`src/rtl/operand_gather6.sv`:
```
// Serial-to-parallel collector: packs up to six operands per group into one of two
// ping-pong banks and presents completed groups, in order, on six parallel buses.
module operand_gather6 #(
  parameter int unsigned WIDTH = 5
) (
  input  logic             clk,
  input  logic             rst,
  input  logic             in_valid,
  output logic             in_ready,
  input  logic [WIDTH-1:0] in_data,
  input  logic             flush,
  output logic             out_valid,
  input  logic             out_ready,
  output logic [WIDTH-1:0] out_a,
  output logic [WIDTH-1:0] out_b,
  output logic [WIDTH-1:0] out_c,
  output logic [WIDTH-1:0] out_d,
  output logic [WIDTH-1:0] out_e,
  output logic [WIDTH-1:0] out_f,
  output logic [2:0]       out_count
);

  typedef enum logic [1:0] {StEmpty, StFilling, StFull} bank_st_e;

  bank_st_e         st_q   [2];
  bank_st_e         st_d   [2];
  logic [2:0]       cnt_q  [2];
  logic [2:0]       cnt_d  [2];
  logic [WIDTH-1:0] slot_q [2][6];
  logic [WIDTH-1:0] slot_d [2][6];
  logic             wp_q, wp_d;
  logic             rp_q, rp_d;
  logic             acc, xfer, close;

  assign in_ready  = (st_q[wp_q] != StFull);
  assign out_valid = (st_q[rp_q] == StFull);
  assign out_a     = slot_q[rp_q][0];
  assign out_b     = slot_q[rp_q][1];
  assign out_c     = slot_q[rp_q][2];
  assign out_d     = slot_q[rp_q][3];
  assign out_e     = slot_q[rp_q][4];
  assign out_f     = slot_q[rp_q][5];
  assign out_count = cnt_q[rp_q];

  always_comb begin
    st_d   = st_q;
    cnt_d  = cnt_q;
    slot_d = slot_q;
    wp_d   = wp_q;
    rp_d   = rp_q;
    acc    = in_valid && in_ready;
    xfer   = out_valid && out_ready;
    close  = 1'b0;

    // A transfer needs bank[rp] FULL and an accept needs bank[wp] not FULL, so when both
    // happen they always touch different banks.
    if (xfer) begin
      st_d[rp_q]  = StEmpty;
      cnt_d[rp_q] = '0;
      for (int i = 0; i < 6; i++) begin
        slot_d[rp_q][i] = '0;
      end
      rp_d = ~rp_q;
    end

    if (acc) begin
      slot_d[wp_q][cnt_q[wp_q]] = in_data;
      cnt_d[wp_q] = cnt_q[wp_q] + 3'd1;
      st_d[wp_q]  = StFilling;
      close       = (cnt_q[wp_q] == 3'd5) || flush;
    end else if (flush && in_ready && (st_q[wp_q] == StFilling)) begin
      close = 1'b1;
    end

    if (close) begin
      st_d[wp_q] = StFull;
      wp_d       = ~wp_q;
    end
  end

  always_ff @(posedge clk or posedge rst) begin
    if (rst) begin
      for (int b = 0; b < 2; b++) begin
        st_q[b]  <= StEmpty;
        cnt_q[b] <= '0;
        for (int i = 0; i < 6; i++) begin
          slot_q[b][i] <= '0;
        end
      end
      wp_q <= 1'b0;
      rp_q <= 1'b0;
    end else begin
      st_q   <= st_d;
      cnt_q  <= cnt_d;
      slot_q <= slot_d;
      wp_q   <= wp_d;
      rp_q   <= rp_d;
    end
  end

endmodule
```
`config.mk`:
```
export PLATFORM = sky130hd
export DESIGN_NAME = operand_gather6
export DESIGN_NICKNAME = d
export VERILOG_FILES = /design/src/rtl/operand_gather6.sv
export SDC_FILE = /design/constraint.sdc
export NUM_CORES = 1
export LEC_CHECK = 0
export ABC_AREA = 1
export BUFFER_PORTS_ARGS = -buffer_cell sky130_fd_sc_hd__buf_4
export CORE_MARGIN = 2
export CORE_UTILIZATION = 53
export DETAILED_ROUTE_END_ITERATION = 8
export PLACE_DENSITY = 0.76
export SYNTH_ARGS = -nofsm -noshare
export SYNTH_HDL_FRONTEND = slang
export SYNTH_SLANG_ARGS = --single-unit
```
`constraint.sdc`:
```
create_clock -name clk -period 2.1 [get_ports clk]
set_clock_uncertainty 0.2 [all_clocks]
set_input_delay 0.21 -clock clk [delete_from_list [all_inputs] [get_ports clk]]
set_output_delay 0.21 -clock clk [all_outputs]
set_load 0.02 [all_outputs]
```
==> insert_results.sql <==
INSERT INTO impl_metrics (metric_group, metric, value, unit) VALUES
('cells_and_area', 'most_used_cells_in_the_layout_excluding_fill_and_tap_cells', '225 x sky130_fd_sc_hd__nand2_1, 72 x sky130_fd_sc_hd__dfrtp_1, 60 x sky130_fd_sc_hd__o21bai_1', ''),
('power', 'p_leak', '2.41', 'nW'),
('grt', 'grtUsageTotal', '0.239', ''),
('setup_path', 'cp_class', 'flop to output port', ''),
('sta', 'setup-violations-final', '0', ''),
('sta', 'slew-limit-headroom', '0.733', ''),
('cells_and_area', 'area.growth.synth_to_final', '16.7', '%'),
('hold_path', 'hold_start', 'flush', ''),
('setup_path', 'worst-path-max-fanout', '30', ''),
('power', 'peakVddDrop', '798', 'µV'),
('run_status', 'outcome', 'completed', ''),
('cells_and_area', 'final_util', '0.648', ''),
('synth', 'mappedNetlistNets', '498', ''),
('synth', 'synth_area_in_compound_gates', '0.132', ''),
('synth', 'synth.avg_cell_area', '8.37', 'µm²'),
('drt', 'dr.pass1.iters', '4', ''),
('clock_network', 'number_of_buffers_inserted_to_repair_setup_after_cts', '0', ''),
('synth', 'synth_sequential_area_ratio', '0.443', ''),
('drt', 'drt_iter0_markers', '239', ''),
('die', 'start_util', '0.555', ''),
('setup_path', 'cpPeakStageDelay', '0.41', 'ns'),
('placement', 'place_ws', '0.194', 'ns'),
('placement', 'dpl.hpwl', '5740', 'µm'),
('synth', 'muxShareOfSynthArea', '0.0830', ''),
('sta', 'max_freq', '518', 'MHz'),
('setup_path', 'rr_startpoint', 'wp_q$_DFFE_PP0N_', ''),
('synth', 'adder_cell_share_of_the_synthesized_area', '0.00615', ''),
('synth', 'synth_top_family_by_area', 'simple AND/OR/NAND/NOR gates', ''),
('synth', 'synth_cells', '486', ''),
('synth', 'yosysTopAreaCell', 'sky130_fd_sc_hd__dfrtp_1', ''),
('drt', 'route.vias.total', '3315', ''),
('clock_network', 'clk_transition_reported_paths', '0.07', 'ns'),
('synth', 'yosys-top-cells-area', 'sky130_fd_sc_hd__dfrtp_1 44%, sky130_fd_sc_hd__nand2_1 21%, sky130_fd_sc_hd__o21bai_1 11%', ''),
('placement', 'placement.io_buffers', '44', ''),
('clock_network', 'tritoncts_num_sinks', '72', ''),
('placement', 'placed_cell_areas', '4480', 'µm²'),
('sta', 'post_route_setup_tns', '0', 'ns'),
('setup_path', 'crit_start', 'rp_q$_DFFE_PP0N_', ''),
('sta', 'final.period_utilization', '0.919', ''),
('cells_and_area', 'stdcell_count', '634', ''),
('synth', 'synthesis.yosys.warnings', '0', ''),
('cells_and_area', 'num-nets-final', '542', ''),
('power', 'power.density', '1530', 'nW/µm²'),
('synth', 'number_of_register_bits_inferred_by_synthesis', '72', ''),
('clock_network', 'clk_latency', '0.35', 'ns'),
('grt', 'grt_start_max_net_pins', '73', ''),
('synth', 'yosys.area.top_type_share', '0.443', ''),
('grt', 'antenna_found_initial', '0', ''),
('sta', 'final_max_slew_viol_count', '0', ''),
('grt', 'first_global_vias', '3243', ''),
('setup_path', 'crit_path_cell_trace', 'buf_12, mux2_2, buf_4', ''),
('die', 'io_pins', '45', ''),
('die', 'floorplan.core_area', '7330', 'µm²'),
('cells_and_area', 'final_layout_size_suffix_gt1_frac', '0.234', ''),
('clock_network', 'tritoncts.num_buffers', '9', ''),
('cells_and_area', 'most_frequent_standard_cell_in_the_layout_excluding_fill_and_tap_cells', 'sky130_fd_sc_hd__nand2_1', ''),
('setup_path', 'worstPathRequired', '1.69', 'ns'),
('setup_path', 'start_kind', 'flop', ''),
('cells_and_area', 'fillCellCount', '608', ''),
('drt', 'drt_wl_total', '9360', 'µm'),
('die', 'die_area', '8390', 'µm²'),
('setup_path', 'cp_slowest_cell', 'sky130_fd_sc_hd__dfrtp_1', ''),
('sta', 'rsz0062_at_grt', 'no', ''),
('drt', 'drc', '0', ''),
('setup_path', 'cp.arrival', '1.52', 'ns'),
('clock_network', 'clock_path_buffers', '2', ''),
('setup_path', 'setup.worst_path.end_class', 'output port', ''),
('clock_network', 'cts_tree', 'built', ''),
('die', 'chipWidth', '91.6', 'µm'),
('job', 'drv.max_cap_violation_count', '0', ''),
('synth', 'post_synth_xor_area_fraction', '0.00215', '');
[per-layer routing]
layer | track usage | vias to the layer above | wire, µm
li1 | - | 1648 | -
met1 | 0.331 | 1553 | 4180
met2 | 0.376 | 95 | 4460
met3 | 0.0337 | 19 | 524
met4 | 0.107 | 0 | 193
met5 | 0 | - | 0
[power by group]
part,internal [mW],switching (mW)
Sequential,1.95,0.344
Clock,0.553,0.549
Combinational,1.61,2.27
[final cells by class]
| class | instances | area, µm² | area share |
|---|---|---|---|
| repair buffers | 64 | 536 | 0.113 |
| clock inverters | 6 | 67.6 | 0.0142 |
| multi-input cells | 371 | 2040 | 0.430 |
| inverters | 12 | 51.3 | 0.0108 |
| clock buffers | 10 | 128 | 0.0269 |
| flip-flops and latches | 72 | 1800 | 0.379 |
| well taps | 99 | 124 | 0.0261 |
[timing repair]
item                                   CTS  global route
hold buffers                             7             0
resized for setup                        0             0
endpoints found under the hold margin  128             0
[worst max-delay path: cells and delay by family, from the launching register on]
family | cells | cell delay [ns]
DFF | 1 | 0.41
muxes | 1 | 0.38
buffers and inverters | 2 | 0.38
[flip-flops by register name, indices dropped and copies added (netlist names)]
register	flops
cnt_q	6
st_q	4
wp_q	1
rp_q	1
slot_q	60
[per-stage QoR]
step | power (mW) | hold slack [ns]
2_1_floorplan | 5.12 | 0.127
3_3_place_gp | 6.10 | 0.151
3_5_place_dp | 6.18 | 0.157
4_1_cts | 7.31 | 0.0770
5_1_grt | 7.83 | 0.147
6_report | 7.27 | 0.0877
[path summary, 6_finish.rpt]
kind | end | slack (ns) | cells past startpoint
worst max-delay path | out_b[0] | 0.17 | 3
worst min-delay path | st_q[0]$_DFF_PP0_ | 0.09 | 5
worst max register to register | slot_q[26]$_DFF_PP0_ | 0.19 | 9
worst min register to register | cnt_q[5]$_DFF_PP0_ | 0.32 | 2
max in group asynchronous | slot_q[21]$_DFF_PP0_ | 1.07 | 4
min in group asynchronous | slot_q[31]$_DFF_PP0_ | 0.31 | 4
[logic make-up (layout without fill, tap and decap cells)]
| logic type | count (synthesis) | after routing |
|---|---|---|
| AOI/OAI and AO/OA | 73 | 73 |
| xor gates and xnor gates | 1 | 1 |
| adders and majority gates | 2 | 2 |
| buffers and inverters | 43 | 92 |
| DFF | 72 | 72 |
| muxes | 30 | 30 |
| and+or+nand+nor | 265 | 265 |
[synthesized netlist by cell type]
master,n
sky130_fd_sc_hd__clkbuf_1,12
sky130_fd_sc_hd__nand3_4,3
sky130_fd_sc_hd__ha_1,2
sky130_fd_sc_hd__nand3b_1,1
sky130_fd_sc_hd__nor2_2,4
sky130_fd_sc_hd__xor2_1,1
sky130_fd_sc_hd__o21ai_0,9
sky130_fd_sc_hd__nand4_1,1
sky130_fd_sc_hd__nor2_1,6
sky130_fd_sc_hd__o21ai_2,3
sky130_fd_sc_hd__mux2_2,30
sky130_fd_sc_hd__nand2_1,225
sky130_fd_sc_hd__nand2_2,2
sky130_fd_sc_hd__o21bai_1,60
sky130_fd_sc_hd__o21ai_4,1
sky130_fd_sc_hd__dfrtp_1,72
sky130_fd_sc_hd__buf_4,1
sky130_fd_sc_hd__nor2_4,4
sky130_fd_sc_hd__nand3_2,4
sky130_fd_sc_hd__inv_1,11
sky130_fd_sc_hd__buf_2,11
sky130_fd_sc_hd__buf_6,6
sky130_fd_sc_hd__inv_4,1
sky130_fd_sc_hd__buf_1,1
sky130_fd_sc_hd__nand3_1,15
Note: power is estimated with default switching activity, not from simulation.
